===== config.mk =====
export PLATFORM = sky130hd
export DESIGN_NAME = pipelined_cla_addsub
export DESIGN_NICKNAME = d
export VERILOG_FILES = /design/src/rtl/pipelined_cla_addsub_pkg.sv /design/src/rtl/pipelined_cla_addsub_cla_segment.sv /design/src/rtl/pipelined_cla_addsub.sv
export SDC_FILE = /design/constraint.sdc
export NUM_CORES = 1
export LEC_CHECK = 0
export BUFFER_PORTS_ARGS = -buffer_cell sky130_fd_sc_hd__buf_2
export CORE_MARGIN = 1
export CORE_UTILIZATION = 40
export CTS_BUF_LIST = sky130_fd_sc_hd__clkbuf_16
export CTS_CLUSTER_SIZE = 24
export DETAILED_ROUTE_END_ITERATION = 8
export GPL_TIMING_DRIVEN = 0
export SLEW_MARGIN = 30
export SYNTH_ARGS = -nofsm -noshare
export SYNTH_HDL_FRONTEND = slang
export SYNTH_HIERARCHICAL = 1
export SYNTH_SLANG_ARGS = --single-unit

===== constraint.sdc =====
create_clock -name clk -period 2.8 [get_ports clk]
set_input_delay 0.28 -clock clk [delete_from_list [all_inputs] [get_ports clk]]
set_output_delay 0.28 -clock clk [all_outputs]
set_load 0.005 [all_outputs]

===== src/rtl/pipelined_cla_addsub_pkg.sv =====
// Shared fixed-point constants and saturation limits for the ODE datapath adders.
package fixed_point_pkg;
    localparam logic OP_ADD = 1'b0;
    localparam logic OP_SUB = 1'b1;

    // Limits are returned 64 bits wide; callers slice to their own N.
    function automatic logic [63:0] sat_max(input int n);
        return (64'd1 << (n - 1)) - 64'd1;
    endfunction

    function automatic logic [63:0] sat_min(input int n);
        return 64'd1 << (n - 1);
    endfunction
endpackage


===== src/rtl/pipelined_cla_addsub_cla_segment.sv =====
// Combinational W-bit carry-lookahead slice; each carry is a flat sum of g/p products.
module cla_segment #(
    parameter int W = 4
) (
    input  logic [W-1:0] a_i,
    input  logic [W-1:0] b_i,
    input  logic         c_i,
    output logic [W-1:0] sum_o,
    output logic         cout_o,
    output logic         c_msb_o
);
    logic [W-1:0] g, p;
    logic [W:0]   c;
    logic         pp, cc;

    assign g = a_i & b_i;
    assign p = a_i ^ b_i;

    always_comb begin
        c    = '0;
        c[0] = c_i;
        pp   = 1'b1;
        cc   = 1'b0;
        for (int i = 0; i < W; i++) begin
            pp = 1'b1;
            cc = 1'b0;
            for (int j = i; j >= 0; j--) begin
                cc = cc | (g[j] & pp);
                pp = pp & p[j];
            end
            c[i+1] = cc | (pp & c_i);
        end
    end

    assign sum_o   = p ^ c[W-1:0];
    assign cout_o  = c[W];
    assign c_msb_o = c[W-1];
endmodule


===== src/rtl/pipelined_cla_addsub.sv =====
// Pipelined signed add/sub: one CLA segment per register stage, carry rippled stage to stage,
// with valid/ready back-pressure, optional saturation and sign/zero/overflow flags.
module pipelined_cla_addsub
    import fixed_point_pkg::*;
#(
    parameter int N      = 16,
    parameter int STAGES = 4
) (
    input  logic         clk,
    input  logic         rst_n,
    input  logic         in_valid,
    output logic         in_ready,
    input  logic [N-1:0] in_a,
    input  logic [N-1:0] in_b,
    input  logic         in_cin,
    input  logic         in_op,
    input  logic         in_sat,
    output logic         out_valid,
    input  logic         out_ready,
    output logic [N-1:0] out_result,
    output logic         out_carry,
    output logic         out_overflow,
    output logic         out_negative,
    output logic         out_zero
);
    localparam int W = N / STAGES;
    localparam int L = STAGES - 1;
    localparam logic [63:0] SMAX_W = sat_max(N);
    localparam logic [63:0] SMIN_W = sat_min(N);
    localparam logic [N-1:0] SAT_MAX = SMAX_W[N-1:0];
    localparam logic [N-1:0] SAT_MIN = SMIN_W[N-1:0];

    if (STAGES < 1 || STAGES > N || (N % STAGES) != 0) begin : g_bad_cfg
        $error("pipelined_cla_addsub: N must be a multiple of STAGES, 1 <= STAGES <= N");
    end

    logic [STAGES-1:0]        vld_pipe, en, vin, cin_st, sat_st, c_pipe, sat_pipe;
    logic [STAGES-1:0][N-1:0] a_st, b_st, s_st, a_pipe, b_pipe, s_pipe;

    logic [N-1:0] res_q;
    logic         carry_q, ovf_q, neg_q, zero_q;

    for (genvar k = 0; k < STAGES; k++) begin : g_stage
        logic [W-1:0] seg_sum;
        logic         seg_cout, seg_cmsb;
        logic [N-1:0] s_d;
        logic         v_q, c_q, sat_q;
        logic [N-1:0] a_q, b_q, s_q;

        if (k == 0) begin : g_in
            // Subtract folds into an add of ~B with inverted borrow-in.
            assign vin[k]    = in_valid;
            assign a_st[k]   = in_a;
            assign b_st[k]   = (in_op == OP_SUB) ? ~in_b : in_b;
            assign cin_st[k] = (in_op == OP_SUB) ? ~in_cin : in_cin;
            assign sat_st[k] = in_sat;
            assign s_st[k]   = '0;
        end else begin : g_link
            assign vin[k]    = vld_pipe[k-1];
            assign a_st[k]   = a_pipe[k-1];
            assign b_st[k]   = b_pipe[k-1];
            assign cin_st[k] = c_pipe[k-1];
            assign sat_st[k] = sat_pipe[k-1];
            assign s_st[k]   = s_pipe[k-1];
        end

        // A stage may load when empty or when its occupant moves on this cycle.
        if (k == L) begin : g_en_last
            assign en[k] = !v_q || out_ready;
        end else begin : g_en_mid
            assign en[k] = !v_q || en[k+1];
        end

        cla_segment #(.W(W)) u_seg (
            .a_i    (a_st[k][k*W +: W]),
            .b_i    (b_st[k][k*W +: W]),
            .c_i    (cin_st[k]),
            .sum_o  (seg_sum),
            .cout_o (seg_cout),
            .c_msb_o(seg_cmsb)
        );

        always_comb begin
            s_d             = s_st[k];
            s_d[k*W +: W]   = seg_sum;
        end

        always_ff @(posedge clk or negedge rst_n) begin
            if (!rst_n)     v_q <= 1'b0;
            else if (en[k]) v_q <= vin[k];
        end

        always_ff @(posedge clk or negedge rst_n) begin
            if (!rst_n) begin
                a_q   <= '0;
                b_q   <= '0;
                s_q   <= '0;
                c_q   <= 1'b0;
                sat_q <= 1'b0;
            end else if (en[k] && vin[k]) begin
                a_q   <= a_st[k];
                b_q   <= b_st[k];
                s_q   <= s_d;
                c_q   <= seg_cout;
                sat_q <= sat_st[k];
            end
        end

        assign vld_pipe[k] = v_q;
        assign a_pipe[k]   = a_q;
        assign b_pipe[k]   = b_q;
        assign s_pipe[k]   = s_q;
        assign c_pipe[k]   = c_q;
        assign sat_pipe[k] = sat_q;

        if (k == L) begin : g_out
            logic         ovf, neg;
            logic [N-1:0] res;

            always_comb begin
                ovf = seg_cmsb ^ seg_cout;
                neg = ovf ^ s_d[N-1];
                res = s_d;
                if (sat_st[k] && ovf) res = neg ? SAT_MIN : SAT_MAX;
            end

            always_ff @(posedge clk or negedge rst_n) begin
                if (!rst_n) begin
                    res_q   <= '0;
                    carry_q <= 1'b0;
                    ovf_q   <= 1'b0;
                    neg_q   <= 1'b0;
                    zero_q  <= 1'b0;
                end else if (en[k] && vin[k]) begin
                    res_q   <= res;
                    carry_q <= seg_cout;
                    ovf_q   <= ovf;
                    neg_q   <= neg;
                    zero_q  <= (res == '0);
                end
            end
        end
    end

    assign in_ready     = en[0];
    assign out_valid    = vld_pipe[L];
    assign out_result   = res_q;
    assign out_carry    = carry_q;
    assign out_overflow = ovf_q;
    assign out_negative = neg_q;
    assign out_zero     = zero_q;
endmodule

==> summary.txt <==
Outcome
  – Status: finished, violations left
  – Failing checks: design-rule violations

Critical path
  – Worst path cell trace: ha_1 -> a211oi_2 -> o21bai_2 -> a21o_1 -> xor2_1 -> clkbuf_2 -> a21boi_0 -> o22a_1
  – Worst path max stage delay: 0.43 ns
  – Delay-heaviest family, CP: compound AO/OA/AOI/OAI gates
  – WP buf/inv: 1
  – WP data arrival: 2.75 ns
  – CP endpoint kind: flop
  – WS Path Type: flop to flop
  – Startpoint types: flop
  – Slowest CP cell: dfrtp_1
  – Worst-case reg-to-reg path depth: 8
  – Levels on crit path: 8
  – Crit-path max FO: 10
  – WP data required: just over 3 ns

Logic synthesis
  – #FFs+latches synth: slightly above 100
  – Most common cell in the synthesized netlist: dfrtp_1
  – Syn Inst Count: 345
  – Cell Area, Synth: 4810 µm²
  – Area leader, netlist: dfrtp_1
  – Commonest cells in the netlist: dfrtp_1, mux2_2, xor2_1
  – Ys async rst share: 1.00
  – Avg Inst Size Synth: about 14 µm²
  – Most used flip-flop cell after synthesis: dfrtp_1
  – Yosys cell types: 39
  – Seq/Total Area, Yosys: 0.531
  – Synth area leaders: dfrtp_1, mux2_2, xor2_1, ha_1, o22a_1
  – Synth Warn #: 6
  – Area share of the largest cell type after synthesis: 0.531
  – Mapped Nets: 404
  – Post-synth EDFFs: 0

Clock tree
  – CTS sink count: 102
  – Max clock buf depth: 2
  – Number of CTS-inserted buffers: 9
  – Setup bufs post-CTS: 0
  – # H-tree levels: 3
  – Hold buffers post-CTS: 1
  – Worst-Skew Late Latency: 0.34 ns
  – Root Buffer: clkbuf_16
  – Clock-pin transition on the worst setup and hold timing paths: 0.07 ns
  – CTS tree: built
  – Post_cts resized: 0

Route
  – Drt wl/cell: 14.4 µm
  – Post-DR vias/cell: 4.91
  – Vias: 2773
  – DRC Markers: 5
  – TritonRoute pass-1 iters: 8
  – 1st-iter DRT viols: 78
  – Post-route ant nets: 0
  – Total routed wirelength: 8150 µm

Finish
  – Nets: 476
  – Filler cells: roughly 1000
  – Post-route insts no fill: between 500 and 600
  – Layout Utilization: 0.486
  – Fraction of layout cells with a size suffix above 1: 0.415
  – Final Cell Area: between 5000 and 6000 µm²
  – Antenna Cells: 0
  – Syn-to-layout area delta: 16.8%

Timing
  – Hold Vio Cnt, Final: 0
  – Final Skew: 0.00660 ns
  – RSZ-0062 raised after global routing: no
  – Worst hold slack: 0.150 ns
  – Slew Viols, Final: 0
  – Minimum clock period: around 2.5 ns
  – Worst slew pin tran: 0.456 ns
  – Crit share post-route: 0.901
  – Fmax: 396 MHz
  – Final setup fails: 0
  – Setup TNS: 0 ns
  – Slew margin rel.: 0.696

GRT
  – Largest net degree at the start of global routing: 65
  – First-pass GRT wire length: 14200 µm
  – Total congestion overflow: 0
  – Initial antenna violation count: 0
  – Number of global-route vias before repair: 2810
  – Tot GR Track Use: 0.144

Floorplan
  – Die area: roughly 12000 µm²
  – Die Span X: 112 µm
  – Core Rows: 39
  – Boundary pin count: 61
  – Core Footprint: ~12000 µm²
  – Initial Util: 0.416
  – Die height: about 110 µm

Power and ir drop
  – Worst vdd ir: 0.369 mV
  – Power Density: 1050 nW/µm²
  – P_leak: 2.54 nW

Hold path
  – HP Class: input port to flop
  – Hold Path Depth: 2

Place
  – GP Congestion: 0.764
  – Area of placed instances: 5310 µm²
  – DP HPWL: a little over 6000 µm
  – IO buf count: 59
  – Placed cells: ~550

Run
  – Max-capacitance violation count: 0
[metrics by stage]
| stage | worst slack, ns | power (mW) |
|---|---|---|
| 4_1_cts | 0.255 | 6.02 |
| 5_1_grt | 0.0975 | 6.40 |
| 2_1_floorplan | 0.589 | 4.11 |
| 3_5_place_dp | 0.299 | 4.77 |
| 6_report | 0.277 | 5.92 |
| 3_3_place_gp | 0.344 | 4.69 |
[worst register-to-register path, stage by stage (launching register included)]
cell and delay (ns):
dfrtp_1 0.43, ha_1 0.33, a211oi_2 0.25, o21bai_2 0.18, a21o_1 0.29, xor2_1 0.34
clkbuf_2 0.25, a21boi_0 0.15, o22a_1 0.19
[registers in the layout, indices dropped and copies added, names as in the netlist]
register	count
g_stage.a_q	24
g_stage.b_q	24
g_stage.s_q	24
out_result	16
g_stage.c_q	3
g_stage.sat_q	3
g_stage.v_q	3
out_carry	1
out_negative	1
out_overflow	1
out_valid	1
out_zero	1
[cell type report]
class                      instances  area [µm²]  share of cell area
clock inverter                     7        66.3              0.0118
inverter                          15        56.3              0.0100
sequential                       102        2550               0.455
multi-input combinational        213        2080               0.371
buffer                            15         116              0.0207
clock buffer                       9         225              0.0401
tap                              143         179              0.0319
timing repair buffer              61         339              0.0604
[where the power goes]
group	internal, mW	switching [mW]	total, mW
Clock	0.687	0.528	1.21
Combinational	1.24	1.11	2.34
Sequential	2.03	0.337	2.36
Total	3.95	1.97	5.92
[cells by family (layout without fill, tap and decap cells)]
kind of cell | count (synthesis) | after routing | synth area share
compound gates | 55 | 55 | 0.0953
xor+xnor | 32 | 32 | 0.0599
fa+ha+maj | 20 | 20 | 0.0583
buf+inv | 30 | 107 | 0.0359
flops | 102 | 102 | 0.531
mux | 80 | 80 | 0.187
simple gates | 26 | 26 | 0.0320
[worst paths after layout]
path / from / endpoint / slack [ns]
worst max-delay path: g_stage[2].a_q[12]$_DFFE_PN0P_ / out_result[6]$_DFFE_PN0P_ / 0.28
worst min-delay path: in_a[6] / g_stage[0].a_q[6]$_DFFE_PN0P_ / 0.15
worst max register to register: g_stage[2].a_q[12]$_DFFE_PN0P_ / out_result[6]$_DFFE_PN0P_ / 0.28
worst min register to register: g_stage[1].a_q[13]$_DFFE_PN0P_ / g_stage[2].a_q[13]$_DFFE_PN0P_ / 0.50
max in group asynchronous: rst_n / g_stage[1].b_q[9]$_DFFE_PN0P_ / 1.77
min in group asynchronous: rst_n / out_result[1]$_DFFE_PN0P_ / 0.41
[per-layer routing]
layer,vias up,part of all wire,global-route usage
li1,1367,-,-
met1,1338,0.51,0.204
met2,61,0.45,0.220
met3,7,0.033,0.0354
met4,0,0.010,0.0432
met5,-,0,0
[cell usage in the layout, fill, tap and decap left out, types with 5 or more instances in the layout]
| cell | n |
|---|---|
| inv_1 | 16 |
| a21boi_0 | 15 |
| ha_1 | 16 |
| mux2_2 | 76 |
| clkbuf_16 | 9 |
| buf_6 | 6 |
| buf_2 | 61 |
| xor2_1 | 27 |
| o22a_1 | 15 |
| dfrtp_1 | 102 |
| nor2_1 | 8 |
| o21ai_0 | 5 |
(Power assumes the default switching activity.)
